$ cat config.mk
export PLATFORM = sky130hd
export DESIGN_NAME = decode_stage_flat
export DESIGN_NICKNAME = d
export VERILOG_FILES = /design/src/rtl/riscv_pkg.sv /design/src/rtl/decode_stage_if.sv /design/src/rtl/rvc_expander.sv /design/src/rtl/decode_stage.sv /design/src/flat_wrapper.sv
export SDC_FILE = /design/constraint.sdc
export NUM_CORES = 1
export LEC_CHECK = 0
export ABC_AREA = 1
export CAP_MARGIN = 20
export CELL_PAD_IN_SITES_DETAIL_PLACEMENT = 0
export CELL_PAD_IN_SITES_GLOBAL_PLACEMENT = 1
export CORE_MARGIN = 8
export CORE_UTILIZATION = 33
export CTS_BUF_LIST = sky130_fd_sc_hd__clkbuf_2 sky130_fd_sc_hd__clkbuf_4 sky130_fd_sc_hd__clkbuf_8
export DETAILED_ROUTE_END_ITERATION = 6
export PLACE_DENSITY_LB_ADDON = 0.1
export SLEW_MARGIN = 10
export SYNTH_ARGS = -nofsm -noshare
export SYNTH_HDL_FRONTEND = slang
export SYNTH_HIERARCHICAL = 1
export SYNTH_SLANG_ARGS = --single-unit
$ cat constraint.sdc
create_clock -name clk -period 0.9 [get_ports clk]
set_input_delay 0.27 -clock clk [delete_from_list [all_inputs] [get_ports clk]]
set_output_delay 0.27 -clock clk [all_outputs]
set_load 0.005 [all_outputs]
$ cat src/rtl/riscv_pkg.sv
// rtl/riscv_pkg.sv - RV32I opcodes, ALU ops, class bit indices and encoding helpers
package riscv_pkg;

  localparam int XLEN = 32;

  localparam logic [6:0] OPC_LOAD     = 7'b0000011;
  localparam logic [6:0] OPC_MISC_MEM = 7'b0001111;
  localparam logic [6:0] OPC_OP_IMM   = 7'b0010011;
  localparam logic [6:0] OPC_AUIPC    = 7'b0010111;
  localparam logic [6:0] OPC_STORE    = 7'b0100011;
  localparam logic [6:0] OPC_OP       = 7'b0110011;
  localparam logic [6:0] OPC_LUI      = 7'b0110111;
  localparam logic [6:0] OPC_BRANCH   = 7'b1100011;
  localparam logic [6:0] OPC_JALR     = 7'b1100111;
  localparam logic [6:0] OPC_JAL      = 7'b1101111;
  localparam logic [6:0] OPC_SYSTEM   = 7'b1110011;

  typedef enum logic [3:0] {
    ALU_ADD, ALU_SUB, ALU_SLT, ALU_SLTU, ALU_XOR, ALU_OR, ALU_AND, ALU_SLL,
    ALU_SRL, ALU_SRA, ALU_EQ, ALU_NEQ, ALU_LT, ALU_GE, ALU_LTU, ALU_GEU
  } alu_op_e;

  localparam int T_RTYPE = 0, T_ITYPE = 1, T_LOAD = 2, T_STORE = 3, T_BRANCH = 4, T_JAL = 5;
  localparam int T_JALR = 6, T_LUI = 7, T_AUIPC = 8, T_SYSTEM = 9, T_FENCE = 10;

  localparam logic [2:0] F3_ADD = 3'b000, F3_SLL = 3'b001, F3_SLT = 3'b010, F3_SLTU = 3'b011;
  localparam logic [2:0] F3_XOR = 3'b100, F3_SR = 3'b101, F3_OR = 3'b110, F3_AND = 3'b111;
  localparam logic [2:0] F3_BEQ = 3'b000, F3_BNE = 3'b001, F3_BLT = 3'b100, F3_BGE = 3'b101;
  localparam logic [2:0] F3_BLTU = 3'b110, F3_BGEU = 3'b111, F3_WORD = 3'b010, F3_PRIV = 3'b000;

  typedef struct packed {
    logic [4:0]  rs1;
    logic [4:0]  rs2;
    logic [4:0]  rd;
    logic [31:0] imm;
    alu_op_e     alu_op;
    logic [10:0] typ;
    logic [2:0]  funct3;
    logic        ecall;
    logic        ebreak;
    logic        mret;
    logic        illegal;
  } dec_t;

  // alt selects SUB/SRA; callers decide when the alternate form is permitted
  function automatic alu_op_e arith_op(logic [2:0] f3, logic alt);
    case (f3)
      F3_ADD:  return alt ? ALU_SUB : ALU_ADD;
      F3_SLL:  return ALU_SLL;
      F3_SLT:  return ALU_SLT;
      F3_SLTU: return ALU_SLTU;
      F3_XOR:  return ALU_XOR;
      F3_OR:   return ALU_OR;
      F3_AND:  return ALU_AND;
      default: return alt ? ALU_SRA : ALU_SRL;
    endcase
  endfunction

  function automatic logic [31:0] enc_r(logic [6:0] f7, logic [4:0] rs2, logic [4:0] rs1,
                                        logic [2:0] f3, logic [4:0] rd, logic [6:0] opc);
    return {f7, rs2, rs1, f3, rd, opc};
  endfunction

  function automatic logic [31:0] enc_i(logic [11:0] imm, logic [4:0] rs1, logic [2:0] f3,
                                        logic [4:0] rd, logic [6:0] opc);
    return {imm, rs1, f3, rd, opc};
  endfunction

  function automatic logic [31:0] enc_s(logic [11:0] imm, logic [4:0] rs2, logic [4:0] rs1,
                                        logic [2:0] f3, logic [6:0] opc);
    return {imm[11:5], rs2, rs1, f3, imm[4:0], opc};
  endfunction

  function automatic logic [31:0] enc_b(logic [12:1] off, logic [4:0] rs2, logic [4:0] rs1,
                                        logic [2:0] f3);
    return {off[12], off[10:5], rs2, rs1, f3, off[4:1], off[11], OPC_BRANCH};
  endfunction

  function automatic logic [31:0] enc_j(logic [20:1] off, logic [4:0] rd);
    return {off[20], off[10:1], off[11], off[19:12], rd, OPC_JAL};
  endfunction

endpackage

$ cat src/rtl/decode_stage_if.sv
// rtl/decode_stage_if.sv - fetch-side inputs, pipeline control and decoded bundle to the ALU stage
interface decode_stage_if;
  import riscv_pkg::*;

  logic [31:0] pc_i;
  logic [31:0] instr_i;
  logic        clk_en_i;
  logic        stall;
  logic        flush;
  logic        clk_en_o;
  logic [31:0] pc_o;
  logic [4:0]  rs1_addr_o;
  logic [4:0]  rs2_addr_o;
  logic [4:0]  rd_addr_o;
  logic [31:0] imm_o;
  alu_op_e     alu_op_o;
  logic [10:0] opcode_type_o;
  logic [2:0]  funct3_o;
  logic        ecall_o;
  logic        ebreak_o;
  logic        mret_o;
  logic        illegal_o;

  modport master (
    output pc_i, instr_i, clk_en_i, stall, flush,
    input  clk_en_o, pc_o, rs1_addr_o, rs2_addr_o, rd_addr_o, imm_o, alu_op_o,
           opcode_type_o, funct3_o, ecall_o, ebreak_o, mret_o, illegal_o
  );

  modport slave (
    input  pc_i, instr_i, clk_en_i, stall, flush,
    output clk_en_o, pc_o, rs1_addr_o, rs2_addr_o, rd_addr_o, imm_o, alu_op_o,
           opcode_type_o, funct3_o, ecall_o, ebreak_o, mret_o, illegal_o
  );
endinterface

$ cat src/rtl/rvc_expander.sv
// rtl/rvc_expander.sv - RV32C to RV32I expander; reserved encodings flag illegal and yield 0
module rvc_expander import riscv_pkg::*; (
  input  logic [15:0] c,
  output logic [31:0] instr,
  output logic        illegal
);
  logic [4:0]  rd, rs2, rdp, rs1p;
  logic [11:0] imm6, u4spn, ulw, ulwsp, uswsp, imm16sp;
  logic [12:0] boff;
  logic [20:0] joff;
  logic [31:0] raw;
  logic        bad;

  assign rd      = c[11:7];
  assign rs2     = c[6:2];
  assign rdp     = {2'b01, c[4:2]};
  assign rs1p    = {2'b01, c[9:7]};
  assign imm6    = {{7{c[12]}}, c[6:2]};
  assign u4spn   = {2'b00, c[10:7], c[12:11], c[5], c[6], 2'b00};
  assign ulw     = {5'b0, c[5], c[12:10], c[6], 2'b00};
  assign ulwsp   = {4'b0, c[3:2], c[12], c[6:4], 2'b00};
  assign uswsp   = {4'b0, c[8:7], c[12:9], 2'b00};
  assign imm16sp = {{3{c[12]}}, c[4:3], c[5], c[2], c[6], 4'b0};
  assign boff    = {{5{c[12]}}, c[6:5], c[2], c[11:10], c[4:3], 1'b0};
  assign joff    = {{10{c[12]}}, c[8], c[10:9], c[6], c[7], c[2], c[11], c[5:3], 1'b0};

  always_comb begin
    raw = '0;
    bad = 1'b0;
    case ({c[15:13], c[1:0]})
      5'b000_00: begin raw = enc_i(u4spn, 5'd2, F3_ADD, rdp, OPC_OP_IMM); bad = (u4spn == '0); end
      5'b010_00: raw = enc_i(ulw, rs1p, F3_WORD, rdp, OPC_LOAD);
      5'b110_00: raw = enc_s(ulw, rdp, rs1p, F3_WORD, OPC_STORE);
      5'b000_01: raw = enc_i(imm6, rd, F3_ADD, rd, OPC_OP_IMM);
      5'b001_01: raw = enc_j(joff[20:1], 5'd1);
      5'b010_01: raw = enc_i(imm6, 5'd0, F3_ADD, rd, OPC_OP_IMM);
      5'b011_01: begin
        if (rd == 5'd2) begin
          raw = enc_i(imm16sp, 5'd2, F3_ADD, 5'd2, OPC_OP_IMM);
          bad = (imm16sp == '0);
        end else begin
          raw = {{15{c[12]}}, c[6:2], rd, OPC_LUI};
          bad = (imm6 == '0);
        end
      end
      5'b100_01: begin
        case (c[11:10])
          2'b00: begin raw = enc_i({7'b0, c[6:2]}, rs1p, F3_SR, rs1p, OPC_OP_IMM); bad = c[12]; end
          2'b01: begin raw = enc_i({7'b0100000, c[6:2]}, rs1p, F3_SR, rs1p, OPC_OP_IMM); bad = c[12]; end
          2'b10: raw = enc_i(imm6, rs1p, F3_AND, rs1p, OPC_OP_IMM);
          default: begin
            bad = c[12];
            case (c[6:5])
              2'b00:   raw = enc_r(7'h20, rdp, rs1p, F3_ADD, rs1p, OPC_OP);
              2'b01:   raw = enc_r(7'h00, rdp, rs1p, F3_XOR, rs1p, OPC_OP);
              2'b10:   raw = enc_r(7'h00, rdp, rs1p, F3_OR, rs1p, OPC_OP);
              default: raw = enc_r(7'h00, rdp, rs1p, F3_AND, rs1p, OPC_OP);
            endcase
          end
        endcase
      end
      5'b101_01: raw = enc_j(joff[20:1], 5'd0);
      5'b110_01: raw = enc_b(boff[12:1], 5'd0, rs1p, F3_BEQ);
      5'b111_01: raw = enc_b(boff[12:1], 5'd0, rs1p, F3_BNE);
      5'b000_10: begin raw = enc_i({7'b0, c[6:2]}, rd, F3_SLL, rd, OPC_OP_IMM); bad = c[12]; end
      5'b010_10: begin raw = enc_i(ulwsp, 5'd2, F3_WORD, rd, OPC_LOAD); bad = (rd == 5'd0); end
      5'b100_10: begin
        if (!c[12]) begin
          if (rs2 == 5'd0) begin raw = enc_i(12'd0, rd, 3'b000, 5'd0, OPC_JALR); bad = (rd == 5'd0); end
          else raw = enc_r(7'h00, rs2, 5'd0, F3_ADD, rd, OPC_OP);
        end else if (rs2 == 5'd0) begin
          raw = (rd == 5'd0) ? 32'h0010_0073 : enc_i(12'd0, rd, 3'b000, 5'd1, OPC_JALR);
        end else begin
          raw = enc_r(7'h00, rs2, rd, F3_ADD, rd, OPC_OP);
        end
      end
      5'b110_10: raw = enc_s(uswsp, rs2, 5'd2, F3_WORD, OPC_STORE);
      default: bad = 1'b1;
    endcase
  end

  assign illegal = bad;
  assign instr   = bad ? 32'h0 : raw;
endmodule

$ cat src/rtl/decode_stage.sv
// rtl/decode_stage.sv - RV32I decode stage with registered bundle; RVC_EN adds the RV32C expander
module decode_stage import riscv_pkg::*; #(
  parameter int XLEN = 32
) (
  input  logic          clk,
  input  logic          rstn,
  decode_stage_if.slave bus
);
  logic [31:0]     ins;
  logic            pre_ill;
  logic [6:0]      f7;
  logic [2:0]      f3;
  dec_t            dec, dec_q;
  logic [XLEN-1:0] pc_q;
  logic            ce_q, flush_pend;

`ifdef RVC_EN
  logic [31:0] exp_ins;
  logic        exp_ill;

  rvc_expander u_rvc (.c(bus.instr_i[15:0]), .instr(exp_ins), .illegal(exp_ill));

  assign ins     = (bus.instr_i[1:0] == 2'b11) ? bus.instr_i : exp_ins;
  assign pre_ill = (bus.instr_i[1:0] != 2'b11) && exp_ill;
`else
  assign ins     = bus.instr_i;
  assign pre_ill = 1'b0;
`endif

  assign f7 = ins[31:25];
  assign f3 = ins[14:12];

  always_comb begin
    dec         = '0;
    dec.rs1     = ins[19:15];
    dec.rs2     = ins[24:20];
    dec.rd      = ins[11:7];
    dec.funct3  = f3;
    dec.alu_op  = ALU_ADD;
    dec.illegal = pre_ill;
    case (ins[6:0])
      OPC_OP: begin
        dec.typ[T_RTYPE] = 1'b1;
        dec.alu_op       = arith_op(f3, f7[5]);
        if (f7 != 7'h00 && f7 != 7'h20) dec.illegal = 1'b1;
        if (f7 == 7'h20 && f3 != F3_ADD && f3 != F3_SR) dec.illegal = 1'b1;
      end
      OPC_OP_IMM: begin
        dec.typ[T_ITYPE] = 1'b1;
        dec.imm          = {{20{ins[31]}}, ins[31:20]};
        dec.alu_op       = arith_op(f3, ins[30] && f3 == F3_SR);
      end
      OPC_LOAD: begin
        dec.typ[T_LOAD] = 1'b1;
        dec.imm         = {{20{ins[31]}}, ins[31:20]};
        if (f3 == 3'b011 || f3[2:1] == 2'b11) dec.illegal = 1'b1;
      end
      OPC_STORE: begin
        dec.typ[T_STORE] = 1'b1;
        dec.imm          = {{20{ins[31]}}, ins[31:25], ins[11:7]};
        dec.rd           = '0;
        if (f3 > F3_WORD) dec.illegal = 1'b1;
      end
      OPC_BRANCH: begin
        dec.typ[T_BRANCH] = 1'b1;
        dec.imm           = {{20{ins[31]}}, ins[7], ins[30:25], ins[11:8], 1'b0};
        dec.rd            = '0;
        case (f3)
          F3_BEQ:  dec.alu_op = ALU_EQ;
          F3_BNE:  dec.alu_op = ALU_NEQ;
          F3_BLT:  dec.alu_op = ALU_LT;
          F3_BGE:  dec.alu_op = ALU_GE;
          F3_BLTU: dec.alu_op = ALU_LTU;
          F3_BGEU: dec.alu_op = ALU_GEU;
          default: dec.illegal = 1'b1;
        endcase
      end
      OPC_JAL: begin
        dec.typ[T_JAL] = 1'b1;
        dec.imm        = {{12{ins[31]}}, ins[19:12], ins[20], ins[30:21], 1'b0};
      end
      OPC_JALR: begin
        dec.typ[T_JALR] = 1'b1;
        dec.imm         = {{20{ins[31]}}, ins[31:20]};
      end
      OPC_LUI: begin
        dec.typ[T_LUI] = 1'b1;
        dec.imm        = {ins[31:12], 12'b0};
      end
      OPC_AUIPC: begin
        dec.typ[T_AUIPC] = 1'b1;
        dec.imm          = {ins[31:12], 12'b0};
      end
      OPC_SYSTEM: begin
        dec.typ[T_SYSTEM] = 1'b1;
        if (f3 == F3_PRIV) begin
          dec.ecall   = (ins == 32'h0000_0073);
          dec.ebreak  = (ins == 32'h0010_0073);
          dec.mret    = (ins == 32'h3020_0073);
          dec.illegal = dec.illegal | !(dec.ecall | dec.ebreak | dec.mret);
        end else begin
          dec.imm = {20'b0, ins[31:20]};
        end
      end
      OPC_MISC_MEM: begin
        dec.typ[T_FENCE] = 1'b1;
        dec.imm          = {{20{ins[31]}}, ins[31:20]};
        if (f3 != 3'b000) dec.illegal = 1'b1;
      end
      default: dec.illegal = 1'b1;
    endcase
    if (ins[1:0] != 2'b11 || ins == 32'h0 || ins == 32'hFFFF_FFFF) dec.illegal = 1'b1;
  end

  // A flush that lands during a stall is remembered until the stall lifts
  always_ff @(posedge clk or negedge rstn) begin
    if (!rstn) begin
      ce_q       <= 1'b0;
      flush_pend <= 1'b0;
      dec_q      <= '0;
      pc_q       <= '0;
    end else begin
      if (!bus.stall) begin
        ce_q       <= (bus.flush || flush_pend) ? 1'b0 : bus.clk_en_i;
        flush_pend <= 1'b0;
      end else if (bus.flush) begin
        flush_pend <= 1'b1;
      end
      if (!bus.stall && bus.clk_en_i) begin
        dec_q <= dec;
        pc_q  <= bus.pc_i;
      end
    end
  end

  assign bus.clk_en_o      = ce_q;
  assign bus.pc_o          = pc_q;
  assign bus.rs1_addr_o    = dec_q.rs1;
  assign bus.rs2_addr_o    = dec_q.rs2;
  assign bus.rd_addr_o     = dec_q.rd;
  assign bus.imm_o         = dec_q.imm;
  assign bus.alu_op_o      = dec_q.alu_op;
  assign bus.opcode_type_o = dec_q.typ;
  assign bus.funct3_o      = dec_q.funct3;
  assign bus.ecall_o       = dec_q.ecall;
  assign bus.ebreak_o      = dec_q.ebreak;
  assign bus.mret_o        = dec_q.mret;
  assign bus.illegal_o     = dec_q.illegal;
endmodule

$ cat src/flat_wrapper.sv
// flat-port wrapper written by rule: the top's interface ports become plain ports
module decode_stage_flat import riscv_pkg::*;
#(
  parameter int XLEN = 32
)
  (clk, rstn, bus_pc_i, bus_instr_i, bus_clk_en_i, bus_stall, bus_flush, bus_clk_en_o, bus_pc_o, bus_rs1_addr_o, bus_rs2_addr_o, bus_rd_addr_o, bus_imm_o, bus_alu_op_o, bus_opcode_type_o, bus_funct3_o, bus_ecall_o, bus_ebreak_o, bus_mret_o, bus_illegal_o);
  decode_stage_if bus_i ();
  input  logic clk;
  input  logic rstn;
  input wire logic [$bits(bus_i.pc_i)-1:0] bus_pc_i;
  input wire logic [$bits(bus_i.instr_i)-1:0] bus_instr_i;
  input wire logic [$bits(bus_i.clk_en_i)-1:0] bus_clk_en_i;
  input wire logic [$bits(bus_i.stall)-1:0] bus_stall;
  input wire logic [$bits(bus_i.flush)-1:0] bus_flush;
  output wire logic [$bits(bus_i.clk_en_o)-1:0] bus_clk_en_o;
  output wire logic [$bits(bus_i.pc_o)-1:0] bus_pc_o;
  output wire logic [$bits(bus_i.rs1_addr_o)-1:0] bus_rs1_addr_o;
  output wire logic [$bits(bus_i.rs2_addr_o)-1:0] bus_rs2_addr_o;
  output wire logic [$bits(bus_i.rd_addr_o)-1:0] bus_rd_addr_o;
  output wire logic [$bits(bus_i.imm_o)-1:0] bus_imm_o;
  output wire logic [$bits(bus_i.alu_op_o)-1:0] bus_alu_op_o;
  output wire logic [$bits(bus_i.opcode_type_o)-1:0] bus_opcode_type_o;
  output wire logic [$bits(bus_i.funct3_o)-1:0] bus_funct3_o;
  output wire logic [$bits(bus_i.ecall_o)-1:0] bus_ecall_o;
  output wire logic [$bits(bus_i.ebreak_o)-1:0] bus_ebreak_o;
  output wire logic [$bits(bus_i.mret_o)-1:0] bus_mret_o;
  output wire logic [$bits(bus_i.illegal_o)-1:0] bus_illegal_o;
  assign bus_i.pc_i = bus_pc_i;
  assign bus_i.instr_i = bus_instr_i;
  assign bus_i.clk_en_i = bus_clk_en_i;
  assign bus_i.stall = bus_stall;
  assign bus_i.flush = bus_flush;
  assign bus_clk_en_o = bus_i.clk_en_o;
  assign bus_pc_o = bus_i.pc_o;
  assign bus_rs1_addr_o = bus_i.rs1_addr_o;
  assign bus_rs2_addr_o = bus_i.rs2_addr_o;
  assign bus_rd_addr_o = bus_i.rd_addr_o;
  assign bus_imm_o = bus_i.imm_o;
  assign bus_alu_op_o = bus_i.alu_op_o;
  assign bus_opcode_type_o = bus_i.opcode_type_o;
  assign bus_funct3_o = bus_i.funct3_o;
  assign bus_ecall_o = bus_i.ecall_o;
  assign bus_ebreak_o = bus_i.ebreak_o;
  assign bus_mret_o = bus_i.mret_o;
  assign bus_illegal_o = bus_i.illegal_o;
  decode_stage #(.XLEN(XLEN)) u_core (.clk(clk), .rstn(rstn), .bus(bus_i));
endmodule
Word-level counts from Yosys, hierarchy flattened
Index checks and enable logic that the tools add are counted. W data, S select, Z words.

Bitwise operators: 2. Order comparisons: 1. Multiplexer cells: 35. Reduce and logical (&&, ||, !) cells: 20. Eq/ne operators: 28.

Operators with widths (count): $pmux W32 S6 (1); $pmux W4 S7 (2); $eq A32 B21 Y1 const B (1); $eq A32 B30 Y1 const B (1); $eq A32 B32 Y1 const B (1); $eq A32 B7 Y1 const B (1); $logic_not A32 Y1 (1); $eq A7 B6 Y1 const B (4); $eq A7 B7 Y1 const B (4); $mux W1 (25); $pmux W4 S6 (1); $eq A7 B5 Y1 const B (2); $eq A3 B3 Y1 const B (4); $mux W12 (1); $pmux W4 S3 (1); $eq A7 B2 Y1 const B (1); $eq A7 B4 Y1 const B (1); $ne A7 B6 Y1 const B (1); $pmux W1 S7 (1); $reduce_bool A7 Y1 (1); $eq A3 B2 Y1 const B (2); $reduce_or A6 Y1 (1); $logic_and A1 B1 Y1 (5); $mux W5 (1); 16 further kinds (22).

Input port bits: 69. Output and inout bits: 102. Bits in registers: 103.

Logic depth before layout (Yosys ltp)
Gate-level depths: netlist (run 1).

Depth in word-level cells: 7. Depth in mapped cells: 11. Depth with buffers taken out: 11.

Worst setup path after synthesis (run 1)
Ideal clock, no wire load.

Path kind: input-to-reg. Start: input bus_instr_i[14]. End: register u_core.dec_q, in the netlist u_core/bus.illegal_o. Data arrival time: 1.211 ns. Path slack: -0.432 ns. Path buffers: 1. Required time: 0.778 ns. Setup time: 0.122 ns. Stages on the path: 9. Cells stage by stage: buf_4 inv_1 nand2_1 inv_1 nand2_1 nor2_2 o21ai_0 nand2_1 a21oi_1.

Longest elaborated chain between the ends: 7.

Ends and longest elaborated chain: start: declaration (RTL line flat_wrapper.sv:11) `input wire logic [$bits(bus_i.instr_i)-1:0] bus_instr_i;`; $eq A32 B7 Y1 or $eq A32 B21 Y1 (tied branches) (RTL line decode_stage.sv:97, decode_stage.sv:98); $or A1 B1 Y1 (2 in a row) (RTL line decode_stage.sv:100) `dec.illegal = dec.illegal | !(dec.ecall | dec.ebreak | dec.mret);`; $logic_not A1 Y1 (RTL line decode_stage.sv:100); $mux W4 (RTL line decode_stage.sv:96) `if (f3 == F3_PRIV) begin`; $pmux W1 S7 (RTL line decode_stage.sv:41) `case (ins[6:0])`; $mux W1 * (RTL line decode_stage.sv:112) `if (ins[1:0] != 2'b11 || ins == 32'h0 || ins == 32'hFFFF_FFFF) dec.illegal = 1'b1;`; end signal: assignment (RTL line decode_stage.sv:120) `dec_q <= '0;`; end signal: assignment (RTL line decode_stage.sv:130) `dec_q <= dec;`; end: declaration (RTL line decode_stage.sv:13) `dec_t dec, dec_q;`.

Mark *: on every way between the ends. The rest lies on a longest branch, timed or not. A chain may end at the register's enable or synchronous reset.

Worst setup path in the final report (run 1)
Start: register u_core.dec_q, in the netlist u_core/bus.imm_o[19]. End: output bus_imm_o[19].

RTL lines: end: declaration (RTL line flat_wrapper.sv:20) `output wire logic [$bits(bus_i.imm_o)-1:0] bus_imm_o;`.

No word-level cell between the ends.

==> flow_summary.yaml, run 1 <==
setup_path:
  required_ns: 0.63
  r2r_end: "u_core/bus.imm_o[4]$_DFFE_PN0P_"
  slowest_delay_ns: 0.41
  end_kind: "output port"
  path_cells: "buf_2"
  rrSetupSlack_ns: -0.04
  start_kind: "register"
  r2r_start: "u_core/bus.imm_o[4]$_DFFE_PN0P_"
  worstSetupPathType: "reg2out"
  cp_slowest_cell: "dfrtp_1"
  reg2reg_depth: 5
  worst_ep_arrival_time_ns: 0.93
  timing.critical_path.buf_inv: 1
  cp_max_fo: 2
  critPathTopFamily: "flip-flops"
sta:
  min_period_over_period: 1.33
  period_needed_ns: 1.20
  fin_setup_tns_ns: -33.40
  slew_viol_final: 0
  grt_setup_unrepaired: "yes"
  worst_slew_pin_slew_ns: 0.249
  fin_ws_ns: -0.296
  fin_skew_ns: 0.0000413
  hold_viol: 0
  slew_headroom: 0.832
  setup_viol: 144
  clock.fmax_mhz: 836
placement:
  place.port_buffers: 170
  place_congestion: 0.900
  hpwl_um: 13700
  dpl-instance-area_um2: 7980
floorplan:
  ios: 171
  dieArea_um2: 19500
  start_util: 0.335
  die_w_um: 140
  coreArea_um2: 15100
  num_rows: 45
  dieHeight_um: 140
yosys:
  synth_area_um2: 5050
  ys_ff_latch: 103
  syn_area_per_cell_um2: 7.45
  synth-async-reset-ratio: 1.00
  synth_edf_count: 0
  ys_seq_area_frac: 0.510
  synth_top_area_share: 0.510
  synth_cell_types: 32
  synthTopCellsByArea: "dfrtp_1, nand2_1, nor2_1"
  ys_warn_count: 6
  synthFlopType: "dfrtp_1"
  syn_nets: 752
  postSynthCellCount: 678
  synth_most_common_cell: "nand2_1"
  synth.top_cells.by_count: "nand2_1, dfrtp_1, nor2_1"
  yosys.area.top_type: "dfrtp_1"
power:
  leakage_nw: 4.92
  power.density_nw_per_um2: 1200
  vdd_ir_drop_max_mv: 0.699
hold_path:
  min_path_type: "in2reg"
  min_to: "u_core/bus.rd_addr_o[1]$_DFFE_PN0P_"
  worst_hold_startpoint: "bus_instr_i[8]"
  min_delay_path_depth: 3
routing:
  dr.first_iter.drc_count: 251
  drtPass1Iterations: 4
  wl_per_cell_um: 15.8
  wirelength_um: 19200
  route.detailed.drc: 0
  route.vias.total: 5562
  viasPerCell: 4.59
  antenna_left: 0
cts:
  h-tree-depth: 3
  cts_buffer_depth: 2
  cts_tree: "done"
  cts_made_buffers: 9
  cts.sinks: 103
  clkLatencyLatePin_ns: 0.37
  cts-root-buf: "clkbuf_8"
  cts.clk_slew.worst_paths_ns: 0.10
run:
  cap_viol_max_count: 0
global_routing:
  grt_remaining_overflow: 0
  grt_max_degree: 41
  first_global_vias: 5803
  grt_use_total: 0.191
  grt_pass1_wl_um: 30400
  antenna_found_initial: 0
outcome:
  violations: "setup timing"
  run_status: "finished, violations left"
layout:
  post_route_cells_drive_above_1_share: 0.459
  fin_area_um2: 9100
  antenna_cells: 0
  layout.nets: 1093
  syn_to_final_growth_pct: 80.1
  nFillCells: 1407
==> where the power goes <==
part	internal [W]	switching (W)	leakage (nW)
clock network	0.00133	0.00166	0.0967
logic	0.00146	0.00131	3.48
registers	0.00498	0.000179	1.34
==> cells by family after synthesis <==
kind of cell,count (synthesis),synth area share
simple gates,458,0.366
compound gates,47,0.0570
buf+inv,65,0.0547
fa+ha+maj,5,0.0124
flops,103,0.510
==> worst max path at each step <==
stage | from | end | slack [ns] | depth (start not counted)
final | u_core/bus.imm_o[19]$_DFFE_PN0P_ | bus_imm_o[19] | -0.30 | 1
after global routing | u_core/bus.imm_o[19]$_DFFE_PN0P_ | bus_imm_o[19] | -0.35 | 1
after CTS | u_core/bus.imm_o[19]$_DFFE_PN0P_ | bus_imm_o[19] | -0.33 | 1
after detailed placement | bus_instr_i[2] | u_core/bus.imm_o[10]$_DFFE_PN0P_ | -1.13 | 9
after global placement | bus_instr_i[6] | u_core/bus.imm_o[28]$_DFFE_PN0P_ | -1.09 | 12
after floorplan | bus_instr_i[0] | u_core/bus.imm_o[30]$_DFFE_PN0P_ | -0.34 | 9
==> layout by cell type, fill, tap and decap left out, types with 3 or more instances in the layout <==
master and n:
inv_1 20, clkdlybuf4s15_1 4, nand2_8 7, o31ai_2 4, buf_16 5, nand2_1 314
buf_8 5, nand2_2 29, clkdlybuf4s50_1 33, nor2_4 22, dlygate4sd2_1 4, inv_6 6
nand3_1 16, nor2_2 14, nand4_1 5, buf_2 110, a21oi_2 5, clkdlybuf4s15_2 5
o21ai_4 3, buf_4 141, o21ai_0 14, buf_12 16, nand2_4 15, dfrtp_1 103
o21ai_2 4, nand3_2 7, inv_2 9, nor2_1 26, o21ai_1 5, clkbuf_8 9
buf_6 27, ha_4 4
==> per-stage QoR <==
step	total power, W	instances	utilization	setup slack, ns	hold WS, ns
after floorplan	0.00602	678	-	-0.340	-0.0256
after global placement	0.00775	1115	0.529	-1.09	0.150
after detailed placement	0.00778	1115	0.529	-1.13	0.151
after CTS	0.0108	1171	0.556	-0.326	0.158
after global routing	0.0115	1212	0.603	-0.351	0.166
final	0.0109	1212	0.603	-0.296	0.175
==> layer usage <==
layer | vias to the layer above | global-route usage | share of wire
li1 | 2786 | - | -
met1 | 2634 | 0.233 | 0.43
met2 | 129 | 0.331 | 0.50
met3 | 13 | 0.0486 | 0.057
met4 | 0 | 0.0480 | 0.012
met5 | - | 0 | 0
==> flip-flops by register name, indices dropped and copies added (netlist names) <==
name	count
u_core/bus.funct3_o	3
u_core/bus.pc_o	32
u_core/bus.clk_en_o	1
u_core/bus.ecall_o	1
u_core/bus.rs2_addr_o	5
u_core/bus.rs1_addr_o	5
u_core/bus.illegal_o	1
u_core/bus.rd_addr_o	5
u_core/bus.ebreak_o	1
u_core/bus.alu_op_o	4
u_core/flush_pend	1
u_core/bus.opcode_type_o	11
u_core/bus.mret_o	1
u_core/bus.imm_o	32
==> final cells by class <==
class	instances	area [um^2]	area share
timing repair buffer	355	2990	0.328
clock buffer	10	131	0.0144
clock inverter	6	67.6	0.00743
tap	188	235	0.0259
multi-input combinational	511	2870	0.316
sequential	103	2580	0.283
inverter	39	229	0.0252
==> what timing repair did <==
action,4_1_cts,5_1_grt
setup buffers,32,45
pin swaps,65,66
setup endpoints to repair,204,154
gates resized for setup,620,119
cloned,7,0
hold buffers,1,0
hold endpoints to repair,9,0
Power figures use the tool's default switching activity.
==> run 2: changes to the inputs <==
--- a/config.mk
+++ b/config.mk
@@ -9,10 +9,11 @@
 export CAP_MARGIN = 20
 export CELL_PAD_IN_SITES_DETAIL_PLACEMENT = 0
 export CELL_PAD_IN_SITES_GLOBAL_PLACEMENT = 1
-export CORE_MARGIN = 8
+export CORE_MARGIN = 2
 export CORE_UTILIZATION = 33
 export CTS_BUF_LIST = sky130_fd_sc_hd__clkbuf_2 sky130_fd_sc_hd__clkbuf_4 sky130_fd_sc_hd__clkbuf_8
 export DETAILED_ROUTE_END_ITERATION = 6
+export GPL_TIMING_DRIVEN = 0
 export PLACE_DENSITY_LB_ADDON = 0.1
 export SLEW_MARGIN = 10
 export SYNTH_ARGS = -nofsm -noshare
==> run 2 against run 1 <==
Net effect: register-to-register slack better by 0.08 ns; combinational power down 12%; clock skew about the same; critical endpoint is now bus_imm_o[11]; the run ends with hold timing, setup timing left; first-iteration DRC count is 12% higher; largest cell class is now multi-input gates; worst hold slack lost 0.38 ns.
==> flow_summary.yaml, run 2 (synthesis results as in run 1) <==
sta:
  setup_viol: 139
  grt_setup_unrepaired: "yes"
  fin_skew_ns: 0.000000666
  worst_slew_pin_slew_ns: 0.446
  clock.fmax_mhz: 835
  hold_viol: 45
  min_period_over_period: 1.33
  period_needed_ns: 1.20
  slew_viol_final: 0
  slew_headroom: 0.703
  holdWs_ns: -0.201
  fin_ws_ns: -0.298
  fin_setup_tns_ns: -33.61
layout:
  nFillCells: 1444
  regArea_um2: 2580
  layout_commonest_cell: "nand2_1"
  fin_area_um2: 8340
  syn_to_final_growth_pct: 65.0
  final_cell_mix: "nand2_1, buf_2, dfrtp_1"
  post_route_cells_drive_above_1_share: 0.396
  layout.nets: 1035
  multi_input_area_um2: 2710
  fin_cells: 1155
setup_path:
  cp_slowest_cell: "dfrtp_1"
  slowest_delay_ns: 0.40
  start_kind: "register"
  worstSetupPathType: "reg2out"
  critPathTopFamily: "flip-flops"
  timing.critical_path.buf_inv: 1
  reg2reg_depth: 4
  r2r_start: "u_core/bus.alu_op_o[2]$_DFFE_PN0P_"
  required_ns: 0.63
  cp_max_fo: 2
  rrSetupSlack_ns: 0.04
  cp.depth: 1
  path_cells: "buf_2"
  r2r_end: "u_core/bus.alu_op_o[2]$_DFFE_PN0P_"
  worst_ep_arrival_time_ns: 0.93
  end_kind: "output port"
cts:
  cts.sinks: 103
  clkLatencyLatePin_ns: 0.38
  cts_buffer_depth: 2
  cts_made_buffers: 9
  cts_tree: "done"
  h-tree-depth: 3
  cts.clk_slew.worst_paths_ns: 0.11
  cts-root-buf: "clkbuf_8"
power:
  leakage_nw: 4.53
  vdd_ir_drop_max_mv: 0.741
  p_sw_frac: 0.291
  seq_power_share: 0.486
  pwr-share-comb: 0.229
  power.density_nw_per_um2: 1270
  p_int_w: 0.00753
  clkPwrFrac: 0.285
  p_sw_w: 0.00309
placement:
  hpwl_um: 12400
  placed_cells: 1036
  dp_slack_ns: -1.33
  dpl-instance-area_um2: 7250
  place_congestion: 0.888
  place.port_buffers: 169
global_routing:
  antenna_found_initial: 0
  first_global_vias: 5290
  grt_pass1_wl_um: 28000
  grt_max_degree: 59
  grt_use_total: 0.220
  grt_remaining_overflow: 0
floorplan:
  coreArea_um2: 15100
  num_rows: 45
  dieArea_um2: 16300
  ios: 171
  start_util: 0.335
  die_w_um: 128
  dieHeight_um: 128
routing:
  dr.first_iter.drc_count: 280
  antenna_left: 0
  wirelength_um: 18100
  viasPerCell: 4.71
  route.detailed.drc: 0
  drtPass1Iterations: 5
  route.vias.total: 5440
  wl_per_cell_um: 15.6
run:
  cap_viol_max_count: 0
hold_path:
  min_path_type: "in2async"
outcome:
  violations: "hold timing, setup timing"
  run_status: "finished, violations left"
[run 2: area by class of cell]
class | instances | area share
clock inverters | 6 | 0.00840
inverters | 39 | 0.0269
well taps | 188 | 0.0282
repair buffers | 270 | 0.254
diodes | 1 | 0.000300
multi-input cells | 512 | 0.325
flip-flops and latches | 103 | 0.309
plain buffers | 26 | 0.0318
clock buffers | 10 | 0.0158
[run 2: metrics by stage]
step / power, W / utilization
after global routing: 0.0112 / 0.552
after global placement: 0.00743 / 0.478
after detailed placement: 0.00749 / 0.480
after floorplan: 0.00602 / -
after CTS: 0.0106 / 0.518
final: 0.0106 / 0.553
[run 2: metal layers]
layer,vias to the layer above,GRT usage,share of wire
li1,2672,-,-
met1,2631,0.290,0.43
met2,123,0.368,0.51
met3,14,0.0417,0.052
met4,0,0.0692,0.015
met5,-,0,0
[run 2: what timing repair did]
item                       CTS  global route
hold endpoints to repair    45            45
cloned                       5             0
setup endpoints to repair  204           148
resized for setup          643            62
pin swaps                   42            42
buffers inserted            59            39
[run 2: how the worst max path moves through the flow]
stage	from	end	slack, ns
floorplan	bus_instr_i[0]	u_core/bus.imm_o[30]$_DFFE_PN0P_	-0.34
global route	u_core/bus.pc_o[28]$_DFFE_PN0P_	bus_pc_o[28]	-0.35
global placement	rstn	u_core/bus.pc_o[23]$_DFFE_PN0P_	-4.36
detailed placement	bus_instr_i[6]	u_core/bus.imm_o[22]$_DFFE_PN0P_	-1.33
CTS	u_core/bus.illegal_o$_DFFE_PN0P_	bus_illegal_o	-0.32
finish	u_core/bus.imm_o[11]$_DFFE_PN0P_	bus_imm_o[11]	-0.30
[run 2: power groups by stage]
stage	Sequential [W]	Combinational, W	Clock [W]
finish	0.00516	0.00244	0.00302
global placement	0.00526	0.00217	0
CTS	0.00516	0.00225	0.00317
global route	0.00520	0.00267	0.00336
detailed placement	0.00527	0.00222	0
floorplan	0.00528	0.000741	0
[run 2: worst reg2reg max path, delay by kind of cell, from the launching register on]
| kind | cells | cell delay (ns) |
|---|---|---|
| flip-flops | 1 | 0.39 |
| AO/OA/AOI/OAI | 1 | 0.06 |
| AND/OR/NAND/NOR | 1 | 0.05 |
| buffers and inverters | 2 | 0.25 |
==> run 3: changes to the inputs <==
--- a/config.mk
+++ b/config.mk
@@ -12,6 +12,7 @@
 export CORE_MARGIN = 2
 export CORE_UTILIZATION = 33
 export CTS_BUF_LIST = sky130_fd_sc_hd__clkbuf_2 sky130_fd_sc_hd__clkbuf_4 sky130_fd_sc_hd__clkbuf_8
+export CTS_CLUSTER_DIAMETER = 120
 export DETAILED_ROUTE_END_ITERATION = 6
 export GPL_TIMING_DRIVEN = 0
 export PLACE_DENSITY_LB_ADDON = 0.1
==> constraint.sdc (replaced) <==
create_clock -name clk -period 1.2 [get_ports clk]
set_input_delay 0.36 -clock clk [delete_from_list [all_inputs] [get_ports clk]]
set_output_delay 0.36 -clock clk [all_outputs]
set_load 0.005 [all_outputs]
==> run 3 against run 2 <==
Net effect: the run ends with setup timing left; worst hold slack better by 0.45 ns; cell area is 7.2% lower; total power is 24% lower; non-clock buffer count is 16 lower; register-to-register slack better by 0.27 ns; count of clock-buffer cells in the layout stayed put; utilization is 4.0 points lower; die area stayed put; sequential share of layout area is 2.4 points higher; critical path type unchanged.
==> flow_summary.yaml, run 3 (synthesis results as in run 1) <==
setup_path:
  r2r_end: "u_core/bus.rd_addr_o[3]$_DFFE_PN0P_"
  rrSetupSlack_ns: 0.31
  path_cells: "buf_2"
  timing.critical_path.buf_inv: 1
  reg2reg_depth: 4
  end_kind: "output port"
  r2r_start: "u_core/bus.rd_addr_o[3]$_DFFE_PN0P_"
  worst_ep_arrival_time_ns: 0.94
  required_ns: 0.84
  cp_slowest_cell: "dfrtp_1"
  start_kind: "register"
  worstSetupPathType: "reg2out"
  cp_max_fo: 2
  slowest_delay_ns: 0.41
  critPathTopFamily: "flip-flops"
sta:
  slew_viol_final: 0
  hold_viol: 0
  period_needed_ns: 1.30
  slew_headroom: 0.746
  fin_skew_ns: 0.000109
  worst_slew_pin_slew_ns: 0.382
  grt_setup_unrepaired: "yes"
  fin_ws_ns: -0.0972
  clock.fmax_mhz: 771
  setup_viol: 112
  min_period_over_period: 1.08
routing:
  wl_per_cell_um: 15.0
  viasPerCell: 4.66
  route.detailed.drc: 0
  wirelength_um: 17000
  route.vias.total: 5304
  drtPass1Iterations: 4
  antenna_left: 0
  dr.first_iter.drc_count: 290
global_routing:
  grt_remaining_overflow: 0
  first_global_vias: 5251
  grt_use_total: 0.208
  antenna_found_initial: 0
  grt_max_degree: 73
  grt_pass1_wl_um: 26600
hold_path:
  worst_hold_startpoint: "bus_instr_i[27]"
  min_path_type: "in2reg"
  min_to: "u_core/bus.imm_o[7]$_DFFE_PN0P_"
  min_delay_path_depth: 3
cts:
  cts_made_buffers: 9
  cts-root-buf: "clkbuf_8"
  cts.clk_slew.worst_paths_ns: 0.10
  clkLatencyLatePin_ns: 0.39
  h-tree-depth: 3
  cts_tree: "done"
  cts_buffer_depth: 2
  cts.sinks: 103
floorplan:
  ios: 171
  num_rows: 45
  start_util: 0.335
  die_w_um: 128
  coreArea_um2: 15100
  dieHeight_um: 128
  dieArea_um2: 16300
power:
  power.density_nw_per_um2: 1050
  seq_power_share: 0.478
  p_int_w: 0.00583
  clkPwrFrac: 0.313
  p_sw_frac: 0.280
  p_sw_w: 0.00226
  leakage_nw: 4.36
  vdd_ir_drop_max_mv: 0.488
  pwr-share-comb: 0.209
outcome:
  run_status: "finished, violations left"
  violations: "setup timing"
placement:
  hpwl_um: 12300
  dp_slack_ns: -1.14
  place.port_buffers: 169
  place_congestion: 0.815
layout:
  post_route_cells_drive_above_1_share: 0.350
  final_cell_mix: "nand2_1, buf_2, dfrtp_1"
  fin_util: 0.513
  syn_to_final_growth_pct: 53.2
  antenna_cells: 0
  layout.nets: 1018
  layout_commonest_cell: "nand2_1"
run:
  cap_viol_max_count: 0
## run 3: final cells by class
class / instances / area [um^2]
buffer: 26 / 215
clock buffer: 10 / 138
clock inverter: 6 / 90.1
fill: 1564 / 7350
inverter: 39 / 189
multi-input combinational: 511 / 2440
sequential: 103 / 2580
tap: 188 / 235
timing repair buffer: 254 / 1850
## run 3: how the worst max path moves through the flow
stage / endpoint / startpoint / cells past startpoint / slack (ns)
floorplan: u_core/bus.imm_o[30]$_DFFE_PN0P_ / bus_instr_i[0] / 9 / -0.13
global placement: u_core/bus.pc_o[4]$_DFFE_PN0P_ / rstn / 1 / -4.16
detailed placement: u_core/bus.illegal_o$_DFFE_PN0P_ / bus_instr_i[2] / 10 / -1.14
CTS: bus_illegal_o / u_core/bus.illegal_o$_DFFE_PN0P_ / 1 / -0.12
global route: bus_illegal_o / u_core/bus.illegal_o$_DFFE_PN0P_ / 1 / -0.14
finish: bus_rd_addr_o[3] / u_core/bus.rd_addr_o[3]$_DFFE_PN0P_ / 1 / -0.1
## run 3: power groups by stage
| stage | registers, W | clock network (W) | logic [W] |
|---|---|---|---|
| after global placement | 0.00394 | 0 | 0.00159 |
| after detailed placement | 0.00395 | 0 | 0.00162 |
| after global routing | 0.00390 | 0.00274 | 0.00187 |
| final | 0.00387 | 0.00254 | 0.00169 |
| after floorplan | 0.00396 | 0 | 0.000514 |
| after CTS | 0.00387 | 0.00263 | 0.00156 |
## run 3: repair_timing
item | CTS | global route
buffers inserted | 49 | 33
pin swaps | 15 | 36
hold buffers | 1 | 0
endpoints found under the setup margin | 204 | 142
endpoints found under the hold margin | 31 | 0
cloned | 2 | 0
resized for setup | 530 | 93
## run 3: per-stage QoR
stage | setup TNS [ns] | instances | hold slack (ns) | total power, W | cell area, um^2
after floorplan | -2.00 | 678 | 0.0644 | 0.00448 | 5160
after global routing | -11.67 | 1137 | 0.267 | 0.00851 | 7740
after detailed placement | -89.67 | 1036 | 0.265 | 0.00557 | 7120
after CTS | -8.92 | 1104 | 0.250 | 0.00805 | 7350
final | -7.17 | 1137 | 0.249 | 0.00809 | 7740
after global placement | -514.79 | 1035 | 0.461 | 0.00553 | 7090
## run 3: layer usage
layer  global-route usage  part of all wire
met5                    0                 0
met4               0.0653             0.012
met3               0.0330             0.054
met2                0.349              0.49
met1                0.278              0.45
## run 3: worst register-to-register path, cell delays in order (launching register included)
cell	delay [ns]
dfrtp_1	0.41
buf_4	0.14
buf_4	0.12
nand2_1	0.05
o31ai_1	0.07
